--- src/rtl/conversor_bcd_binario.sv ---
// Sequential BCD-to-binary converter: seven packed BCD digits are turned into a
// binary value by 28 iterations of reverse double-dabble (shift right, subtract 3).
module conversor_bcd_binario #(
  parameter int LARGURA_SAIDA = 32
) (
  input  logic                     Clock,
  input  logic                     Resetn,
  input  logic                     Iniciar,
  input  logic [3:0]               Milhao,
  input  logic [3:0]               CentMilhar,
  input  logic [3:0]               DezMilhar,
  input  logic [3:0]               UniMilhar,
  input  logic [3:0]               Centena,
  input  logic [3:0]               Dezena,
  input  logic [3:0]               Unidade,
  output logic [LARGURA_SAIDA-1:0] Saida,
  output logic                     Pronto,
  output logic                     Ocupado,
  output logic                     Erro
);

  typedef enum logic {
    OCIOSO,
    CONVERTE
  } state_t;

  state_t state_reg, state_next;

  logic [27:0]              bcd_reg;
  logic [27:0]              bin_reg;
  logic [4:0]               count_reg;
  logic                     reject_reg;
  logic [LARGURA_SAIDA-1:0] saida_reg;
  logic                     pronto_reg;
  logic                     ocupado_reg;
  logic                     erro_reg;

  logic [27:0] digits;
  logic [6:0]  nib_invalid;
  logic        any_invalid;
  logic [55:0] shifted;
  logic [27:0] bcd_shift;
  logic [27:0] bin_shift;
  logic [27:0] bcd_adj;

  logic start_ok;
  logic reject;
  logic last_iter;

  assign digits = {Milhao, CentMilhar, DezMilhar, UniMilhar, Centena, Dezena, Unidade};

  // One iteration: BCD LSB falls into the binary MSB, then each BCD nibble that
  // reached 8 or more is corrected by 3 (the inverse of the add-3 step).
  assign shifted   = {bcd_reg, bin_reg} >> 1;
  assign bcd_shift = shifted[55:28];
  assign bin_shift = shifted[27:0];

  generate
    for (genvar gi = 0; gi < 7; gi++) begin : g_nibble
      assign nib_invalid[gi] = (digits[gi*4 +: 4] > 4'd9);
      assign bcd_adj[gi*4 +: 4] = (bcd_shift[gi*4 +: 4] >= 4'd8) ?
                                  (bcd_shift[gi*4 +: 4] - 4'd3) :
                                  bcd_shift[gi*4 +: 4];
    end
  endgenerate

  assign any_invalid = |nib_invalid;

  always_ff @(posedge Clock or negedge Resetn) begin
    if (!Resetn) begin
      state_reg <= OCIOSO;
    end else begin
      state_reg <= state_next;
    end
  end

  // A rejection is latched for one cycle so its outputs appear on the edge after
  // the request; new requests are not taken while that report is pending.
  always_comb begin
    state_next = state_reg;
    start_ok   = 1'b0;
    reject     = 1'b0;
    last_iter  = 1'b0;
    case (state_reg)
      OCIOSO: begin
        if (Iniciar && !reject_reg) begin
          if (any_invalid) begin
            reject = 1'b1;
          end else begin
            start_ok   = 1'b1;
            state_next = CONVERTE;
          end
        end
      end
      CONVERTE: begin
        if (count_reg == 5'd27) begin
          last_iter  = 1'b1;
          state_next = OCIOSO;
        end
      end
      default: state_next = OCIOSO;
    endcase
  end

  always_ff @(posedge Clock or negedge Resetn) begin
    if (!Resetn) begin
      bcd_reg     <= '0;
      bin_reg     <= '0;
      count_reg   <= '0;
      reject_reg  <= 1'b0;
      saida_reg   <= '0;
      pronto_reg  <= 1'b0;
      ocupado_reg <= 1'b0;
      erro_reg    <= 1'b0;
    end else begin
      pronto_reg <= 1'b0;
      reject_reg <= reject;
      if (reject_reg) begin
        erro_reg   <= 1'b1;
        saida_reg  <= '0;
        pronto_reg <= 1'b1;
      end
      if (start_ok) begin
        bcd_reg     <= digits;
        bin_reg     <= '0;
        count_reg   <= '0;
        erro_reg    <= 1'b0;
        ocupado_reg <= 1'b1;
      end else if (state_reg == CONVERTE) begin
        bcd_reg   <= bcd_adj;
        bin_reg   <= bin_shift;
        count_reg <= count_reg + 5'd1;
        if (last_iter) begin
          // 9 999 999 fits in 24 bits, so the upper binary bits are always zero.
          saida_reg   <= LARGURA_SAIDA'(bin_shift[23:0]);
          pronto_reg  <= 1'b1;
          ocupado_reg <= 1'b0;
        end
      end
    end
  end

  assign Saida   = saida_reg;
  assign Pronto  = pronto_reg;
  assign Ocupado = ocupado_reg;
  assign Erro    = erro_reg;

endmodule

--- config.mk ---
export PLATFORM = sky130hd
export DESIGN_NAME = conversor_bcd_binario
export DESIGN_NICKNAME = d
export VERILOG_FILES = /design/src/rtl/conversor_bcd_binario.sv
export SDC_FILE = /design/constraint.sdc
export NUM_CORES = 1
export LEC_CHECK = 0
export CORE_ASPECT_RATIO = 1.1
export CORE_UTILIZATION = 42
export DETAILED_ROUTE_END_ITERATION = 10
export GPL_TIMING_DRIVEN = 0
export SETUP_SLACK_MARGIN = 0.2
export SYNTH_ARGS = -nofsm -noshare
export SYNTH_HDL_FRONTEND = slang
export SYNTH_SLANG_ARGS = --single-unit
--- constraint.sdc ---
create_clock -name Clock -period 1.8 [get_ports Clock]
set_input_delay 0.36 -clock Clock [delete_from_list [all_inputs] [get_ports Clock]]
set_output_delay 0.36 -clock Clock [all_outputs]
set_load 0.005 [all_outputs]
==> reports/results.ini, run 1 <==
[run_status]
status=finished with violations
violations=design-rule violations

[floorplan]
placementRows=38
die_area_mm2=0.0105
dieWidth_um=97.8
die_h_um=107
io_pins=66
core_mm2=0.00984
start_util=0.431

[sta]
slew_violations=0
clock_skew_ns=0.00956
setup_ws_ns=0.120
max_freq_ghz=0.595
rsz0062_at_grt=yes
final-hold-violation-count=0
max_slew_margin=0.620
worstMarginPinSlew_ns=0.569
finalSetupViolations=0
period_minus_slack_ns=1.68
timing.final.crit_share=0.934

[final_layout]
drive_gt1_frac=0.169
syn_to_final_growth_pct=35.7
nets=537
fin_util=0.585
n_fill_cell=869
multi_input_area_mm2=0.00173
largest_reg_flops=32
register_area_mm2=0.00243

[logic_synthesis]
synth-simple-area-share=0.134
synth_compound_area_frac=0.178
synth_area_leader_cell=dfrtp_1
yosysMostFrequentCell=dfrtp_1
synth_edf_count=0
ys_seq_area_frac=0.573
post_synth_num_cell_types=27
synth_nets=426
netlist_instances=382
synth_top_family_by_area=compound AO/OA/AOI/OAI gates
yosysTopAreaCellShare=0.573
async_reset_ff_frac=1.00
synthTopCellsByCount=97 x dfrtp_1, 35 x nand2_1, 33 x o21ai_0, 29 x a22o_1
synth.area.top_cells=dfrtp_1 57%, a221o_1 6.4%, a22o_1 6.0%, o21ai_0 3.9%, ha_1 3.8%
avgSynthCellArea_um2=11.1
syn-cell-area_mm2=0.00424
muxShareOfSynthArea=0.0168
synth_xor_area_frac=0.0248
synthFlopType=dfrtp_1
synthAdderAreaFrac=0.0384
ys_seq_elements=97
ys_warn_count=0

[clocking]
cts.sinks=97
htree_levels=3
cts_buffers=9
cts_tree=done
cts.path.max_buffers=2
clock_latency_ns=0.36
clk_pin_slew_worst_paths_ns=0.09
cts-root-buf=clkbuf_8

[critical_path]
reg2reg_slack_ns=0.12
timing.rr.start=reject_reg$_DFF_PN0_
r2r-end=bcd_reg[5]$_DFFE_PN0P_
critPathRequiredTime_ns=2.05
max_stage_delay_ns=0.51
worstRegToRegCells=4
crit_path_start_kind=flop
cp-end-kind=flop
crit_chain=nand2b_4 -> o41a_4 -> clkbuf_8 -> a221o_1
arrival_ns=1.93
crit_fanout=8
path_class=reg2reg
critPathSlowestCell=o41a_4

[pwr]
power.clock.fraction=0.238
powerDensity_mw_per_mm2=951
p_switching_mw=1.68
switching_share=0.307
combPwrFrac=0.258
p_leak_nw=3.04
intPower_mw=3.80
ir_worst_vdd_mv=0.453
total_power_mw=5.47
seqPwrFrac=0.504

[global_route]
grt_pass1_vias=3305
grt_first_pass_wirelength_mm=16.1
grt_max_degree=59
antenna_found_initial=1
track_usage=0.197
gr-total-overflow=0

[place]
dpl.hpwl_mm=6.19
port-buffer-count=65
pre_cts_ws_ns=-0.885
gp_congestion=0.736

[drt]
vias=3244
drt_first_pass_iters=7
drc_errors=14
wl_mm=9.64
wl_per_cell_um=15.6
ant_nets=0
drt_iter0_drc=187
viasPerCell=5.24

[hold_path]
hp-start=Dezena[3]
hold_depth=2
hold_end=bcd_reg[7]$_DFFE_PN0P_
hp-class=in2reg

[run]
maxCapViolCount=0

-- worst max-delay path by stage --
stage	from	end	slack (ns)	cells after the start
floorplan	Dezena[2]	bcd_reg[10]$_DFFE_PN0P_	0.16	5
global route	reject_reg$_DFF_PN0_	bcd_reg[26]$_DFFE_PN0P_	0.08	4
finish	reject_reg$_DFF_PN0_	bcd_reg[5]$_DFFE_PN0P_	0.12	4
CTS	reject_reg$_DFF_PN0_	bcd_reg[3]$_DFFE_PN0P_	0.08	4
global placement	Resetn	bin_reg[25]$_DFFE_PN0P_	-3.32	1
detailed placement	Unidade[2]	count_reg[4]$_DFFE_PN0P_	-0.88	6
-- worst max-delay path: cells and delay by family, from the launching register on --
kind,cells,cell delay [ns]
AO/OA/AOI/OAI,2,0.82
buffers and inverters,1,0.19
flip-flops,1,0.41
AND/OR/NAND/NOR,1,0.14
-- cells by family (layout without fill, tap and decap cells) --
group	after synthesis	after routing
xor+xnor	12	12
mux	7	7
flops	97	97
compound gates	99	99
other cells	0	1
simple gates	116	116
fa+ha+maj	13	13
buf+inv	38	154
-- cell usage in the layout (no fill, tap or decap), types with 6 or more instances in the layout --
| master | n |
|---|---|
| o21ai_0 | 27 |
| and2_1 | 11 |
| a22o_1 | 29 |
| buf_6 | 8 |
| dlymetal6s2s_1 | 22 |
| nor2_1 | 26 |
| nor2b_1 | 6 |
| clkdlybuf4s50_1 | 12 |
| xnor2_1 | 12 |
| inv_1 | 15 |
| a21oi_1 | 6 |
| mux2i_1 | 6 |
| nand2_1 | 34 |
| dlygate4sd2_1 | 29 |
| dfrtp_1 | 96 |
| clkbuf_8 | 16 |
| nand2b_1 | 25 |
| ha_1 | 13 |
| clkbuf_1 | 7 |
| buf_4 | 28 |
| a221o_1 | 27 |
-- metal layers --
layer | vias to the layer above | routed length, um | global-route usage | share of wire
li1 | 1560 | - | - | -
met1 | 1604 | 4490 | 0.249 | 0.47
met2 | 68 | 4620 | 0.339 | 0.48
met3 | 12 | 375 | 0.0273 | 0.039
met4 | 0 | 154 | 0.0866 | 0.016
met5 | - | 0 | 0 | 0
-- power groups by stage --
stage               Clock, mW  Sequential (mW)  Combinational, mW
global placement            0             2.79               1.17
detailed placement          0             2.80               1.21
floorplan                   0             2.72              0.885
global route             1.42             2.81               1.57
CTS                      1.34             2.76               1.37
finish                   1.30             2.76               1.41
-- what timing repair did --
item                                   4_1_cts  5_1_grt
gates cloned                                 6        1
buffers inserted                            11       15
gates resized for setup                     66       50
hold buffers                                 1        0
pin swaps                                   16       16
endpoints found under the hold margin       18        0
setup endpoints to repair                  105      117
-- final cells by class --
class                           count  area share
Sequential cell                    97       0.422
Clock inverter                      3     0.00261
Tap cell                          120      0.0261
Multi-Input combinational cell    247       0.301
Inverter                           15     0.00978
Clock buffer                       13      0.0276
Timing Repair Buffer              100       0.174
Antenna cell                        1    0.000435
Buffer                             23      0.0359
-- per-stage QoR --
step                area [um^2]  instances  setup TNS (ns)  hold WS [ns]
floorplan                  4290        382               0        0.0644
global placement           5090        567         -367.48         0.469
detailed placement         5110        568          -48.13         0.392
CTS                        5530        602               0         0.360
global route               5750        619               0         0.380
finish                     5750        619               0         0.367
Note: power is estimated with default switching activity, not from simulation.
==> run 2: changes to the inputs <==
CORE_MARGIN = 2   (was default)
clock period = 1.6 ns   (was 1.8 ns; I/O delays follow)
==> run 2 against run 1 <==
  * The run ends with negative setup slack left
  * Count of clock-buffer cells in the layout is 1 lower
  * Die area is 3.9% higher
  * Global-route usage is 0.84 points lower
  * Design area is 3.6% higher
  * Critical endpoint is now bcd_reg[11]$_DFFE_PN0P_
  * Non-clock buffer count is 6 higher
  * Clock power is 28% higher
  * Flip-flop and latch count stayed put
==> reports/results.ini, run 2 (synthesis results as in run 1) <==
[critical_path]
timing.rr.start=reject_reg$_DFF_PN0_
crit_chain=nand2b_4 -> o41a_1 -> clkbuf_4 -> a221o_1
r2r-end=bcd_reg[11]$_DFFE_PN0P_
critPathRequiredTime_ns=1.85
worstRegToRegCells=4
path_class=reg2reg
crit_path_start_kind=flop
max_stage_delay_ns=0.50
cp-end-kind=flop
critPathSlowestCell=o41a_1
arrival_ns=1.96
crit_fanout=7
reg2reg_slack_ns=-0.11

[pwr]
powerDensity_mw_per_mm2=1080
p_leak_nw=2.95
ir_worst_vdd_mv=0.581

[hold_path]
hp-start=CentMilhar[3]
hold_end=bcd_reg[23]$_DFFE_PN0P_
hp-class=in2reg
hold_depth=2

[drt]
drt_first_pass_iters=4
viasPerCell=5.27
wl_per_cell_um=15.7
ant_nets=0
wl_mm=9.78
drc_errors=0
drt_iter0_drc=172
vias=3291

[run_status]
status=finished with violations
violations=negative setup slack

[clocking]
cts_buffers=9
cts-root-buf=clkbuf_8
clock_latency_ns=0.36
cts.sinks=97
clk_pin_slew_worst_paths_ns=0.09
cts.path.max_buffers=2
htree_levels=3
cts_tree=done

[global_route]
gr-total-overflow=0
track_usage=0.188
met3_usage=0.0331
grt_pass1_vias=3195
use_met1=0.264
grt_util_met2=0.296
busiest_layer=met2
antenna_found_initial=0
grt_first_pass_wirelength_mm=16.0
grt_max_degree=74

[final_layout]
drive_gt1_frac=0.250
layout_common_cells=96 x dfrtp_1, 47 x dlygate4sd2_1, 31 x buf_4
syn_to_final_growth_pct=40.6
nets=543
layout_commonest_cell=dfrtp_1
antenna_cells=0
largest_reg_flops=32

[place]
pre_cts_ws_ns=-0.734
port-buffer-count=65
gp_congestion=0.748
dpl.hpwl_mm=6.13

[sta]
setup_ws_ns=-0.111
rsz0062_at_grt=yes
final-hold-violation-count=0
timing.final.crit_share=1.07
max_freq_ghz=0.585
whs_ns=0.277
slew_violations=0
clock_skew_ns=0.0128
max_slew_margin=0.682
finalSetupViolations=57
period_minus_slack_ns=1.71
worstMarginPinSlew_ns=0.476

[run]
maxCapViolCount=0

[floorplan]
core_mm2=0.00984
dieWidth_um=99.8
die_area_mm2=0.0109
start_util=0.431
placementRows=38
io_pins=66
die_h_um=109

==> run 2: cell count changes in the layout (fill, tap and decap cells not counted), moves of 13 or more <==
cell / before / now
dlymetal6s2s_1: 22 / 2
nand2_2: 1 / 17
o21ai_1: 2 / 15
nand2_1: 34 / 14
o21ai_0: 27 / 2
dlygate4sd2_1: 29 / 47
==> run 2: layer usage <==
layer	wire length, um	share of wire
met1	4640	0.47
met2	4640	0.47
met3	365	0.037
met4	135	0.014
met5	0	0
==> run 2: how the worst max path moves through the flow <==
stage | start | to | slack (ns)
2_1_floorplan | Dezena[2] | bcd_reg[11]$_DFFE_PN0P_ | 0.003
3_3_place_gp | Resetn | bcd_reg[3]$_DFFE_PN0P_ | -3.45
3_5_place_dp | Unidade[2] | bcd_reg[18]$_DFFE_PN0P_ | -0.73
4_1_cts | reject_reg$_DFF_PN0_ | bcd_reg[19]$_DFFE_PN0P_ | -0.13
5_1_grt | reject_reg$_DFF_PN0_ | bcd_reg[15]$_DFFE_PN0P_ | -0.16
6_report | reject_reg$_DFF_PN0_ | bcd_reg[11]$_DFFE_PN0P_ | -0.11
==> run 2: what timing repair did <==
| action | in CTS | in global routing |
|---|---|---|
| hold endpoints to repair | 24 | 0 |
| resized for setup | 104 | 71 |
| endpoints found under the setup margin | 131 | 95 |
| hold buffers | 1 | 0 |
| buffers inserted | 28 | 3 |
| pin swaps | 24 | 20 |
| cloned | 5 | 3 |
==> run 2: final cells by class <==
class	count	area, um^2
fill	845	3880
sequential	97	2430
multi-input combinational	247	1880
timing repair buffer	106	981
buffer	23	256
clock buffer	12	155
tap	120	150
inverter	15	58.8
clock inverter	4	51.3
==> run 2: worst max-delay path, delay by kind of cell, from the launching register on <==
family / cells / cell delay (ns)
buffers and inverters: 1 / 0.23
AND/OR/NAND/NOR: 1 / 0.14
flip-flops: 1 / 0.42
AO/OA/AOI/OAI: 2 / 0.82
==> run 2: power breakdown <==
group / total, mW / switching [mW] / internal [mW] / leakage, nW
clock: 1.66 / 0.851 / 0.810 / 0.103
combinational: 1.66 / 0.731 / 0.927 / 1.53
sequential: 3.12 / 0.373 / 2.74 / 1.32
==> run 2: stage by stage <==
step / cell area, um^2 / utilization / instances / TNS [ns] / total power [mW]
finish: 5960 / 0.606 / 624 / -4.47 / 6.44
global route: 5960 / 0.606 / 624 / -7.26 / 6.84
CTS: 5740 / 0.584 / 618 / -4.18 / 6.38
detailed placement: 5160 / 0.524 / 568 / -45.71 / 4.54
global placement: 5140 / 0.522 / 567 / -378.41 / 4.50
floorplan: 4340 / - / 382 / 0 / 4.09
==> run 3: changes to the inputs <==
CTS_BUF_LIST = sky130_fd_sc_hd__clkbuf_8   (was default)
==> run 3 against run 2 <==
  * The flow still finishes with violations (negative setup slack)
  * First-iteration DRC count shrank 8.1%
  * Combinational power up 2%
  * Sequential share of layout area decreased by 0.32 points
  * Cell count rose by 0.16%
  * Fmax is 0.84% lower
  * Largest cell class unchanged
==> reports/results.ini, run 3 (synthesis results as in run 1) <==
[run_status]
status=finished with violations
violations=negative setup slack

[clocking]
cts_tree=done
clk_pin_slew_worst_paths_ns=0.09
cts_buffers=9
cts.path.max_buffers=2
cts.sinks=97
cts-root-buf=clkbuf_8
htree_levels=3
clock_latency_ns=0.36

[final_layout]
drive_gt1_frac=0.250
fin_cells=625
nets=544
antenna_cells=0
layout_common_cells=96 x dfrtp_1, 46 x dlygate4sd2_1, 29 x a22o_1
largest_reg_flops=32
layout_commonest_cell=dfrtp_1
syn_to_final_growth_pct=41.8
fin_util=0.611

[pwr]
powerDensity_mw_per_mm2=1080
power.clock.fraction=0.255
switching_share=0.302
combPwrFrac=0.262
ir_worst_vdd_mv=0.591
p_leak_nw=3.02
p_switching_mw=1.95
seqPwrFrac=0.482
intPower_mw=4.51

[drt]
drt_iter0_drc=158
viasPerCell=5.27
drt_first_pass_iters=4
vias=3293
wl_mm=9.64
wl_per_cell_um=15.4
drc_errors=0
ant_nets=0

[floorplan]
placementRows=38
start_util=0.431
dieWidth_um=99.8
core_mm2=0.00984
die_h_um=109
io_pins=66
die_area_mm2=0.0109

[critical_path]
path_class=in2reg
crit_path_start_kind=primary input
critPathRequiredTime_ns=1.85
cp-end-kind=flop
arrival_ns=1.97
critPathSlowestCell=o41a_2
crit_chain=dlygate4sd2_1 -> o21a_2 -> o41a_2 -> clkbuf_8 -> a221o_1
max_stage_delay_ns=0.61
crit_fanout=7

[sta]
worstMarginPinSlew_ns=0.488
whs_ns=0.209
period_minus_slack_ns=1.73
max_slew_margin=0.675
timing.final.crit_share=1.08
finalSetupViolations=53
rsz0062_at_grt=yes
slew_violations=0
clock_skew_ns=0.00759
setup_ws_ns=-0.125
max_freq_ghz=0.580
final-hold-violation-count=0

[global_route]
antenna_found_initial=0
gr-total-overflow=0
grt_first_pass_wirelength_mm=16.0
grt_pass1_vias=3243
grt_max_degree=74
track_usage=0.188

[hold_path]
hp-class=in2reg

[place]
port-buffer-count=65
dpl.hpwl_mm=6.13
dp_cells=568
gp_congestion=0.748

[run]
maxCapViolCount=0

## run 3: cell types whose count changed in the layout (fill, tap and decap cells not counted), sizes merged
cell	delta
clkbuf	+2
buf	+3
inv	+1
dlygate4sd2	-1
clkdlybuf4s15	-2
dlymetal6s2s	-2
## run 3: final timing paths
| kind | startpoint | endpoint | slack (ns) | depth (start not counted) |
|---|---|---|---|---|
| worst max-delay path | DezMilhar[1] | bcd_reg[2]$_DFFE_PN0P_ | -0.13 | 5 |
| worst min-delay path | Centena[1] | bcd_reg[9]$_DFFE_PN0P_ | 0.21 | 2 |
| worst max register to register | reject_reg$_DFF_PN0_ | bcd_reg[2]$_DFFE_PN0P_ | -0.11 | 4 |
| worst min register to register | Saida[28]$_DFF_PN0_ | Saida[28]$_DFF_PN0_ | 0.49 | 1 |
| max in group asynchronous | Resetn | bcd_reg[23]$_DFFE_PN0P_ | 0.53 | 3 |
| min in group asynchronous | Resetn | Saida[29]$_DFF_PN0_ | 0.40 | 2 |
## run 3: critical path, delay by kind of cell
| kind | cells | cell delay [ns] |
|---|---|---|
| AOI/OAI and AO/OA | 3 | 1.20 |
| buffers and inverters | 2 | 0.45 |
## run 3: cell type report
class / instances / area [um^2]
Buffer: 23 / 293
Clock buffer: 11 / 151
Clock inverter: 5 / 55.1
Fill cell: 847 / 3830
Inverter: 15 / 58.8
Multi-Input combinational cell: 247 / 1890
Sequential cell: 97 / 2430
Tap cell: 120 / 150
Timing Repair Buffer: 107 / 983
## run 3: timing repair
item | in CTS | in global routing
setup buffers | 31 | 0
pin swaps | 20 | 14
cloned | 6 | 3
hold endpoints to repair | 24 | 0
hold buffers | 1 | 0
gates resized for setup | 116 | 81
endpoints found under the setup margin | 131 | 95
## run 3: metal layers
layer | part of all wire | GRT usage | wire length, um | vias to the layer above
met1 | 0.47 | 0.259 | 4540 | 1638
met5 | 0 | 0 | 0 | -
li1 | - | - | - | 1578
met2 | 0.48 | 0.299 | 4630 | 70
met3 | 0.039 | 0.0331 | 374 | 7
met4 | 0.010 | 0.0705 | 99 | 0
## run 3: per-stage QoR
step / instance area [um^2] / power [mW] / worst slack, ns / TNS, ns
floorplan: 4340 / 4.09 / 0.00261 / 0
global placement: 5140 / 4.50 / -3.45 / -378.41
detailed placement: 5160 / 4.54 / -0.734 / -45.71
CTS: 5820 / 6.42 / -0.152 / -5.24
global route: 6010 / 6.88 / -0.155 / -5.90
finish: 6010 / 6.46 / -0.125 / -4.05
## run 3: power by group through the flow
stage	clock network, mW	registers [mW]	logic (mW)
6_report	1.65	3.12	1.70
5_1_grt	1.80	3.18	1.90
4_1_cts	1.68	3.11	1.63
3_5_place_dp	0	3.16	1.38
3_3_place_gp	0	3.15	1.35
2_1_floorplan	0	3.06	1.02
